[src/rtl/smvm_ctrl.sv]
// Sparse matrix-vector multiply input controller.
// Loads the dense vector into vector RAM, then packs (value, column, row-end)
// nonzeros into K-slot batches for the datapath, counts issued rows and
// returned row results, and pulses done once every row result is back.
module smvm_ctrl #(
    parameter int K = 4
) (
    input  logic             clk,
    input  logic             rst_n,
    input  logic             in_valid,
    output logic             in_ready,
    input  logic [7:0]       data_in,
    input  logic             ipv_in,
    input  logic             in_last,
    output logic             vec_we,
    output logic [6:0]       vec_addr,
    output logic [7:0]       vec_wdata,
    output logic             batch_valid,
    output logic [8*K-1:0]   batch_val,
    output logic [7*K-1:0]   batch_col,
    output logic [K-1:0]     batch_ipv,
    input  logic             res_valid,
    output logic             busy,
    output logic             done,
    output logic [7:0]       row_count
);

    localparam int SW = (K > 1) ? $clog2(K) : 1;
    localparam logic [SW-1:0] SLOT_LAST = SW'(K - 1);

    typedef enum logic [2:0] {
        S_IDLE = 3'd0,
        S_VEC  = 3'd1,
        S_VAL  = 3'd2,
        S_COL  = 3'd3,
        S_WAIT = 3'd4
    } state_t;

    state_t           state_q, state_d;
    logic [7:0]       cols_q, cols_d;
    logic [6:0]       vec_idx_q, vec_idx_d;
    logic [SW-1:0]    slot_q, slot_d;
    logic [7:0]       val_q [K];
    logic [7:0]       val_d [K];
    logic [6:0]       col_q [K];
    logic [6:0]       col_d [K];
    logic             ipv_q [K];
    logic             ipv_d [K];
    logic [7:0]       row_cnt_q, row_cnt_d;
    logic [7:0]       res_cnt_q, res_cnt_d;
    logic [8*K-1:0]   bval_q, bval_d;
    logic [7*K-1:0]   bcol_q, bcol_d;
    logic [K-1:0]     bipv_q, bipv_d;
    logic             bvalid_q, bvalid_d;
    logic             done_q, done_d;

    logic             in_ready_s;
    logic             beat_s;
    logic [7:0]       res_cnt_inc_s;

    // Handshake: the controller only refuses beats while draining results.
    always_comb begin
        in_ready_s    = (state_q != S_WAIT);
        beat_s        = in_valid && in_ready_s;
        res_cnt_inc_s = res_cnt_q + {7'd0, res_valid};
    end

    // Next-state and datapath-register update logic for the job FSM.
    always_comb begin
        state_d   = state_q;
        cols_d    = cols_q;
        vec_idx_d = vec_idx_q;
        slot_d    = slot_q;
        val_d     = val_q;
        col_d     = col_q;
        ipv_d     = ipv_q;
        row_cnt_d = row_cnt_q;
        bval_d    = bval_q;
        bcol_d    = bcol_q;
        bipv_d    = bipv_q;
        bvalid_d  = 1'b0;
        done_d    = 1'b0;

        // Row results count everywhere except IDLE; a new job clears below.
        if (state_q != S_IDLE) begin
            res_cnt_d = res_cnt_inc_s;
        end else begin
            res_cnt_d = res_cnt_q;
        end

        case (state_q)
            S_IDLE: begin
                if (beat_s) begin
                    cols_d    = {1'b0, data_in[6:0]} + 8'd1;
                    vec_idx_d = 7'd0;
                    slot_d    = {SW{1'b0}};
                    row_cnt_d = 8'd0;
                    res_cnt_d = 8'd0;
                    state_d   = S_VEC;
                end else begin
                    state_d   = S_IDLE;
                end
            end

            S_VEC: begin
                if (beat_s) begin
                    vec_idx_d = vec_idx_q + 7'd1;
                    if ({1'b0, vec_idx_q} == (cols_q - 8'd1)) begin
                        state_d = S_VAL;
                    end else begin
                        state_d = S_VEC;
                    end
                end else begin
                    state_d = S_VEC;
                end
            end

            S_VAL: begin
                if (beat_s) begin
                    val_d[slot_q] = data_in;
                    state_d       = S_COL;
                end else begin
                    state_d       = S_VAL;
                end
            end

            S_COL: begin
                if (beat_s) begin
                    col_d[slot_q] = data_in[6:0];
                    ipv_d[slot_q] = ipv_in;
                    if (ipv_in) begin
                        row_cnt_d = row_cnt_q + 8'd1;
                    end else begin
                        row_cnt_d = row_cnt_q;
                    end

                    // Close the batch: the current beat fills slot_q directly,
                    // earlier slots come from the registers, later ones are zero.
                    if ((slot_q == SLOT_LAST) || in_last) begin
                        for (int i = 0; i < K; i++) begin
                            if (SW'(i) < slot_q) begin
                                bval_d[8*K-1-8*i -: 8] = val_q[i];
                                bcol_d[7*K-1-7*i -: 7] = col_q[i];
                                bipv_d[K-1-i]          = ipv_q[i];
                            end else if (SW'(i) == slot_q) begin
                                bval_d[8*K-1-8*i -: 8] = val_q[i];
                                bcol_d[7*K-1-7*i -: 7] = data_in[6:0];
                                bipv_d[K-1-i]          = ipv_in;
                            end else begin
                                bval_d[8*K-1-8*i -: 8] = 8'd0;
                                bcol_d[7*K-1-7*i -: 7] = 7'd0;
                                bipv_d[K-1-i]          = 1'b0;
                            end
                        end
                        bvalid_d = 1'b1;
                        slot_d   = {SW{1'b0}};
                    end else begin
                        slot_d   = slot_q + {{(SW-1){1'b0}}, 1'b1};
                    end

                    if (in_last) begin
                        state_d = S_WAIT;
                    end else begin
                        state_d = S_VAL;
                    end
                end else begin
                    state_d = S_COL;
                end
            end

            S_WAIT: begin
                // Includes a result arriving in this very cycle.
                if (res_cnt_inc_s == row_cnt_q) begin
                    done_d  = 1'b1;
                    state_d = S_IDLE;
                end else begin
                    state_d = S_WAIT;
                end
            end

            default: begin
                state_d = S_IDLE;
            end
        endcase
    end

    // State and register bank with asynchronous active-low reset.
    always_ff @(posedge clk or negedge rst_n) begin
        if (!rst_n) begin
            state_q   <= S_IDLE;
            cols_q    <= 8'd0;
            vec_idx_q <= 7'd0;
            slot_q    <= {SW{1'b0}};
            for (int i = 0; i < K; i++) begin
                val_q[i] <= 8'd0;
                col_q[i] <= 7'd0;
                ipv_q[i] <= 1'b0;
            end
            row_cnt_q <= 8'd0;
            res_cnt_q <= 8'd0;
            bval_q    <= '0;
            bcol_q    <= '0;
            bipv_q    <= '0;
            bvalid_q  <= 1'b0;
            done_q    <= 1'b0;
        end else begin
            state_q   <= state_d;
            cols_q    <= cols_d;
            vec_idx_q <= vec_idx_d;
            slot_q    <= slot_d;
            for (int i = 0; i < K; i++) begin
                val_q[i] <= val_d[i];
                col_q[i] <= col_d[i];
                ipv_q[i] <= ipv_d[i];
            end
            row_cnt_q <= row_cnt_d;
            res_cnt_q <= res_cnt_d;
            bval_q    <= bval_d;
            bcol_q    <= bcol_d;
            bipv_q    <= bipv_d;
            bvalid_q  <= bvalid_d;
            done_q    <= done_d;
        end
    end

    // Output mapping; the vector RAM write is combinational with the beat.
    always_comb begin
        in_ready    = in_ready_s;
        vec_we      = (state_q == S_VEC) && in_valid;
        vec_addr    = vec_idx_q;
        vec_wdata   = data_in;
        batch_valid = bvalid_q;
        batch_val   = bval_q;
        batch_col   = bcol_q;
        batch_ipv   = bipv_q;
        busy        = (state_q != S_IDLE);
        done        = done_q;
        row_count   = row_cnt_q;
    end

endmodule

[config.mk]
export PLATFORM = sky130hd
export DESIGN_NAME = smvm_ctrl
export DESIGN_NICKNAME = d
export VERILOG_FILES = /design/src/rtl/smvm_ctrl.sv
export SDC_FILE = /design/constraint.sdc
export NUM_CORES = 1
export LEC_CHECK = 0
export ABC_AREA = 1
export CORE_UTILIZATION = 54
export CTS_CLUSTER_DIAMETER = 80
export DETAILED_ROUTE_END_ITERATION = 10
export GPL_TIMING_DRIVEN = 0
export PLACE_DENSITY_LB_ADDON = 0.12
export SKIP_LAST_GASP = 1
export SYNTH_ARGS = -nofsm -noshare
export SYNTH_HDL_FRONTEND = slang
export SYNTH_SLANG_ARGS = --single-unit
[constraint.sdc]
create_clock -name clk -period 2.11 [get_ports clk]
set_input_delay 0.422 -clock clk [delete_from_list [all_inputs] [get_ports clk]]
set_output_delay 0.422 -clock clk [all_outputs]
set_load 0.02 [all_outputs]
### Word-level counts from Yosys, hierarchy flattened

Cells that the tools add are included.

| word-level totals | value |
|---|---|
| bits in registers | 166 |
| input port bits | 14 |
| output and inout bits | 92 |
| word-level logic and storage cells | 127 |

| cells by class | value |
|---|---|
| add/subtract/negate cells | 6 |
| magnitude comparators | 6 |
| eq/ne operators | 15 |
| muxes and demuxes | 60 |
| bitwise operators | 1 |
| reduce and logical (&&, ||, !) cells | 16 |

Operators with widths:

| operator | number |
|---|---|
| two-way mux 8 bit | 15 |
| two-way mux 7 bit | 11 |
| bitwise mux 32 bit | 1 |
| bitwise mux 28 bit | 1 |
| demux 8 bit (select 2 bit) | 1 |
| two-way mux 1 bit | 16 |
| one-hot mux 8 bit (2 select lines) | 1 |
| one-hot mux 3 bit (5 select lines) | 1 |
| demux 7 bit (select 2 bit) | 1 |
| one-hot mux 7 bit (2 select lines) | 1 |
| two-way mux 3 bit | 4 |
| AND reduction 3 bit | 3 |
| adder 7 x 1 -> 8 bit (second input constant) | 1 |
| adder 8 x 1 -> 8 bit | 1 |
| adder 8 x 1 -> 8 bit (second input constant) | 1 |
| == test 7 x 8 -> 1 bit | 1 |
| == test 8 bit | 1 |
| two-way mux 2 bit | 4 |
| inequality test 2 bit (second input constant) | 4 |
| subtractor 8 x 1 -> 8 bit (second input constant) | 1 |
| adder 7 x 1 -> 7 bit (second input constant) | 1 |
| == test 3 x 2 -> 1 bit (second input constant) | 2 |
| AND reduction 2 bit | 3 |
| bitwise mux 4 bit | 1 |
| other kinds (21) | 27 |

### Logic depth before layout (Yosys ltp)

| depth | value |
|---|---|
| depth in word-level cells | 6 |
| mapped depth | 13 |
| depth with buffers taken out | 13 |

### Worst setup path before layout

OpenSTA, ideal clock, no wires.

| path | value |
|---|---|
| path kind | reg2reg |
| start | reg slot_q[1] |
| end | reg bcol_q[27] (netlist: batch_col[27]) |
| setup time | 82 ps |
| arrival time | 1,832 ps |
| required time | 2,028 ps |
| path slack | 196 ps |
| cell stages (with the launch flop) | 9 |
| buffers on the path | 3 |
| clock period less this slack | 1,914 ps |
| path through | dfrtp_1 -> clkbuf_1 -> clkinv_1 -> ha_1 -> clkbuf_1 -> clkinv_1 -> clkbuf_1 -> nand2_1 -> a31oi_1 |

| on the way | value |
|---|---|
| cells in the longest elaborated chain, start to end | 3 |
| elaborated cells on any way between the ends | 7 |
| classes of those cells | 1 x order compare; 1 x eq/ne; 2 x mux; 3 x reduce/logical |

RTL lines:

| element | RTL line | source |
|---|---|---|
| start: declaration | 42 | `logic [SW-1:0] slot_q, slot_d;` |
| start signal: assignment | 193 | `slot_q <= {SW{1'b0}};` |
| start signal: assignment | 210 | `slot_q <= slot_d;` |
| == test 2 bit or zero test 2 bit (tied branches) | 139, 145 |  |
| logical OR 1 bit or two-way mux 7 bit (tied branches) | 139, 145 |  |
| AND reduction 3 bit (no source line) or two-way mux 7 bit (tied branches) | -- |  |
| end signal: assignment | 219 | `bcol_q <= bcol_d;` |
| end: declaration | 52 | `logic [7*K-1:0] bcol_q, bcol_d;` |

Parallel ways exist; a longest one is shown, timed or not.
A chain may end at the register's enable or synchronous reset.

### Worst setup path in the final report

| path | value |
|---|---|
| start | in data_in[6] |
| end | out vec_wdata[6] |

RTL lines:

| element | RTL line | source |
|---|---|---|
| start: declaration | 12 | `input logic [7:0] data_in,` |
| end: declaration | 17 | `output logic [7:0] vec_wdata,` |

No word-level cell between the ends.

==> summary.txt <==
Yosys
  • Post-synth top area cell: dfrtp_1
  • Post-Synthesis Cells: 820
  • Yosys warnings: 0
  • Flop and latch count out of synthesis: 158
  • Ys flop type: dfrtp_1
  • Post-synth cell types: 32
  • Avg Inst Size Synth: 8.61 µm²
  • Yosys top cell area share: 0.560
  • Synth top area cells: dfrtp_1, nand2_1, nand3_1, o21ai_0, nor2_1
  • Post-Syn Area: 7060 µm²
  • EDFF count, synth: 0
  • Post-synth ARST share: 1.00
  • Sequential element share of the synthesized area: 0.560
  • Mapped Nets: 844

Hold path
  • Worst hold start: data_in[2]
  • Worst Hold Class: input port to flip-flop
  • Hold Path Depth: 3
  • End of the worst hold path: col_q[23]$_DFFE_PN0P_

Flow run
  • Max-cap check violation count: 0

Global routing
  • Number of global-route vias before repair: 5606
  • Tot GR Track Use: 0.273
  • First-pass GRT wire length: 27600 µm
  • Largest net degree at the start of global routing: 100
  • Initial antenna violation count: 0
  • Grt total ovfl: 0

CTS
  • TritonCTS Sinks: 158
  • Root buf cell: clkbuf_16
  • Number of CTS-inserted buffers: 17
  • Skew-Pair Late Insertion Delay: 420 ps
  • CTS max path bufs: 2
  • Reg clk slew, reported paths: 60 ps
  • H-tree lvl count: 4
  • TritonCTS clock tree: done

Route
  • Post-route ant nets: 0
  • Routed Wire Length: 17600 µm
  • Drt first pass iters: 5
  • Vias/cell: 5.47
  • Detailed-route wire length per cell: 15.6 µm
  • First DRT Iteration DRCs: 500
  • Vias: 6175
  • Final routed DRC violation total: 0

Run status
  • Status: finished, final reports clean

Worst setup path
  • Worst Reg-to-Reg Cells: 7
  • Reg2reg start: slot_q[1]$_DFFE_PN0P_
  • Crit start category: input port
  • Critical R2R Capture: col_q[25]$_DFFE_PN0P_
  • Crit path DAT: 1670 ps
  • Crit Path Max Fanout: 7
  • Worst setup EP type: primary output
  • WS Path Type: input port to primary output
  • Worst Path Required: 1690 ps
  • Reg2reg setup slack: 40 ps

Timing
  • Slew Limit Headroom: 0.625
  • # setup viols final: 0
  • Tightest Pin Transition: 562 ps
  • Part of the cycle the worst path needs: 0.992
  • Fmax: 478 MHz
  • Setup TNS: 0 ps
  • Min Tclk post-route: 2090 ps
  • Final Hold Vio Count: 0
  • Slew Limit Fails: 0
  • Worst Skew: 6.39 ps
  • RSZ-0062 raised after global routing: true

Floorplanning
  • Die Height: 116 µm
  • Initial core utilization: 0.557
  • I/O pins: 106
  • Core Region: 12700 µm²
  • Die ar.: 13500 µm²
  • Rows: 41
  • Die W: 116 µm

Power and ir drop
  • Total power: 10.6 mW
  • Leak: 4.23 nW
  • Power Density: 1190 nW/µm²
  • Peak VDD IR: 781 µV

Cells and area
  • Fill cells: 1022
  • P&R area growth vs syn: 26.5%
  • Commonest non-fill, non-tap cell in the layout: nand2_1
  • N_diodes: 0
  • Most frequent cells in the layout: nand2_1, dfrtp_1, clkdlybuf4s50_1
  • Share of post-route cells with drive strength above 1: 0.0825
  • Fin nets: 969

Placed design
  • Post-DP HPWL: 12200 µm
  • Placer congestion estimate: 0.855
  • IO Port Bufs: 104
worst max path at each step:
stage	startpoint	end	cells after the start
finish	data_in[6]	vec_wdata[6]	3
global route	state_q[1]$_DFF_PN0_	in_ready	5
CTS	state_q[0]$_DFF_PN0_	busy	5
detailed placement	slot_q[1]$_DFFE_PN0P_	batch_ipv[3]$_DFFE_PN0P_	8
global placement	rst_n	batch_val[13]$_DFFE_PN0P_	1
floorplan	slot_q[1]$_DFFE_PN0P_	batch_col[27]$_DFFE_PN0P_	8
state kept, by name (all words and copies together) (netlist names):
register,cells
batch_ipv,4
row_count,8
state_q,3
batch_col,28
done,1
batch_val,32
vec_addr,7
cols_q,8
ipv_q,3
col_q,21
batch_valid,1
slot_q,2
res_cnt_q,8
val_q,32
report_power, final:
part | internal [mW] | switching, mW
Clock | 1.60 | 1.20
Sequential | 3.70 | 0.564
Combinational | 1.43 | 2.10
cells in the mapped netlist (all sizes together) (5+ instances only):
master and count:
nor3 7, nand2 266, xor2 9, xnor2 6
nor2 56, ha 10, clkbuf 17, inv 48
o21ai 85, buf 22, a21oi 8, nand4 5
a31oi 25, nand3 82, dfrtp 158
final cells by class:
type,instances,area (µm²),area share
Clock buffer,23,478,0.0535
Tap cell,172,215,0.0241
Timing Repair Buffer,108,1090,0.122
Multi-Input combinational cell,572,2740,0.307
Inverter,51,198,0.0221
Sequential cell,158,3960,0.443
Clock inverter,8,58.8,0.00659
Buffer,37,200,0.0224
worst max-delay path: stages:
cell	delay (ps)
dlygate4sd2_1	450
buf_4	180
clkdlybuf4s50_1	610
logic make-up after synthesis:
group           share of synthesized area
flops                               0.560
buf+inv                            0.0558
fa+ha+maj                          0.0177
xor+xnor                           0.0186
compound gates                     0.0950
simple gates                        0.253
per-stage QoR:
step                utilization  cells  hold WS (ps)  setup slack [ps]  cell area, µm²
global route              0.705   1129           451             -23.4            8930
global placement          0.656   1096           454             -5410            8320
CTS                       0.702   1127           425              -174            8890
finish                    0.705   1129           444              17.9            8930
detailed placement        0.659   1097           439              -444            8340
floorplan                     -    820           126               196            7060
layer usage:
layer / vias up / share of wire / global-route usage
met3: 26 / 0.064 / 0.0540
li1: 2929 / - / -
met2: 246 / 0.47 / 0.419
met5: - / 0 / 0
met4: 0 / 0.019 / 0.105
met1: 2974 / 0.45 / 0.384
repair_timing:
| action | 4_1_cts | 5_1_grt |
|---|---|---|
| pin swaps | 1 | 2 |
| resized for setup | 17 | 13 |
| buffers inserted | 0 | 2 |
| hold buffers | 1 | 0 |
| hold endpoints to repair | 11 | 0 |
| gates cloned | 0 | 0 |
| setup endpoints to repair | 57 | 25 |
Power figures use the tool's default switching activity.
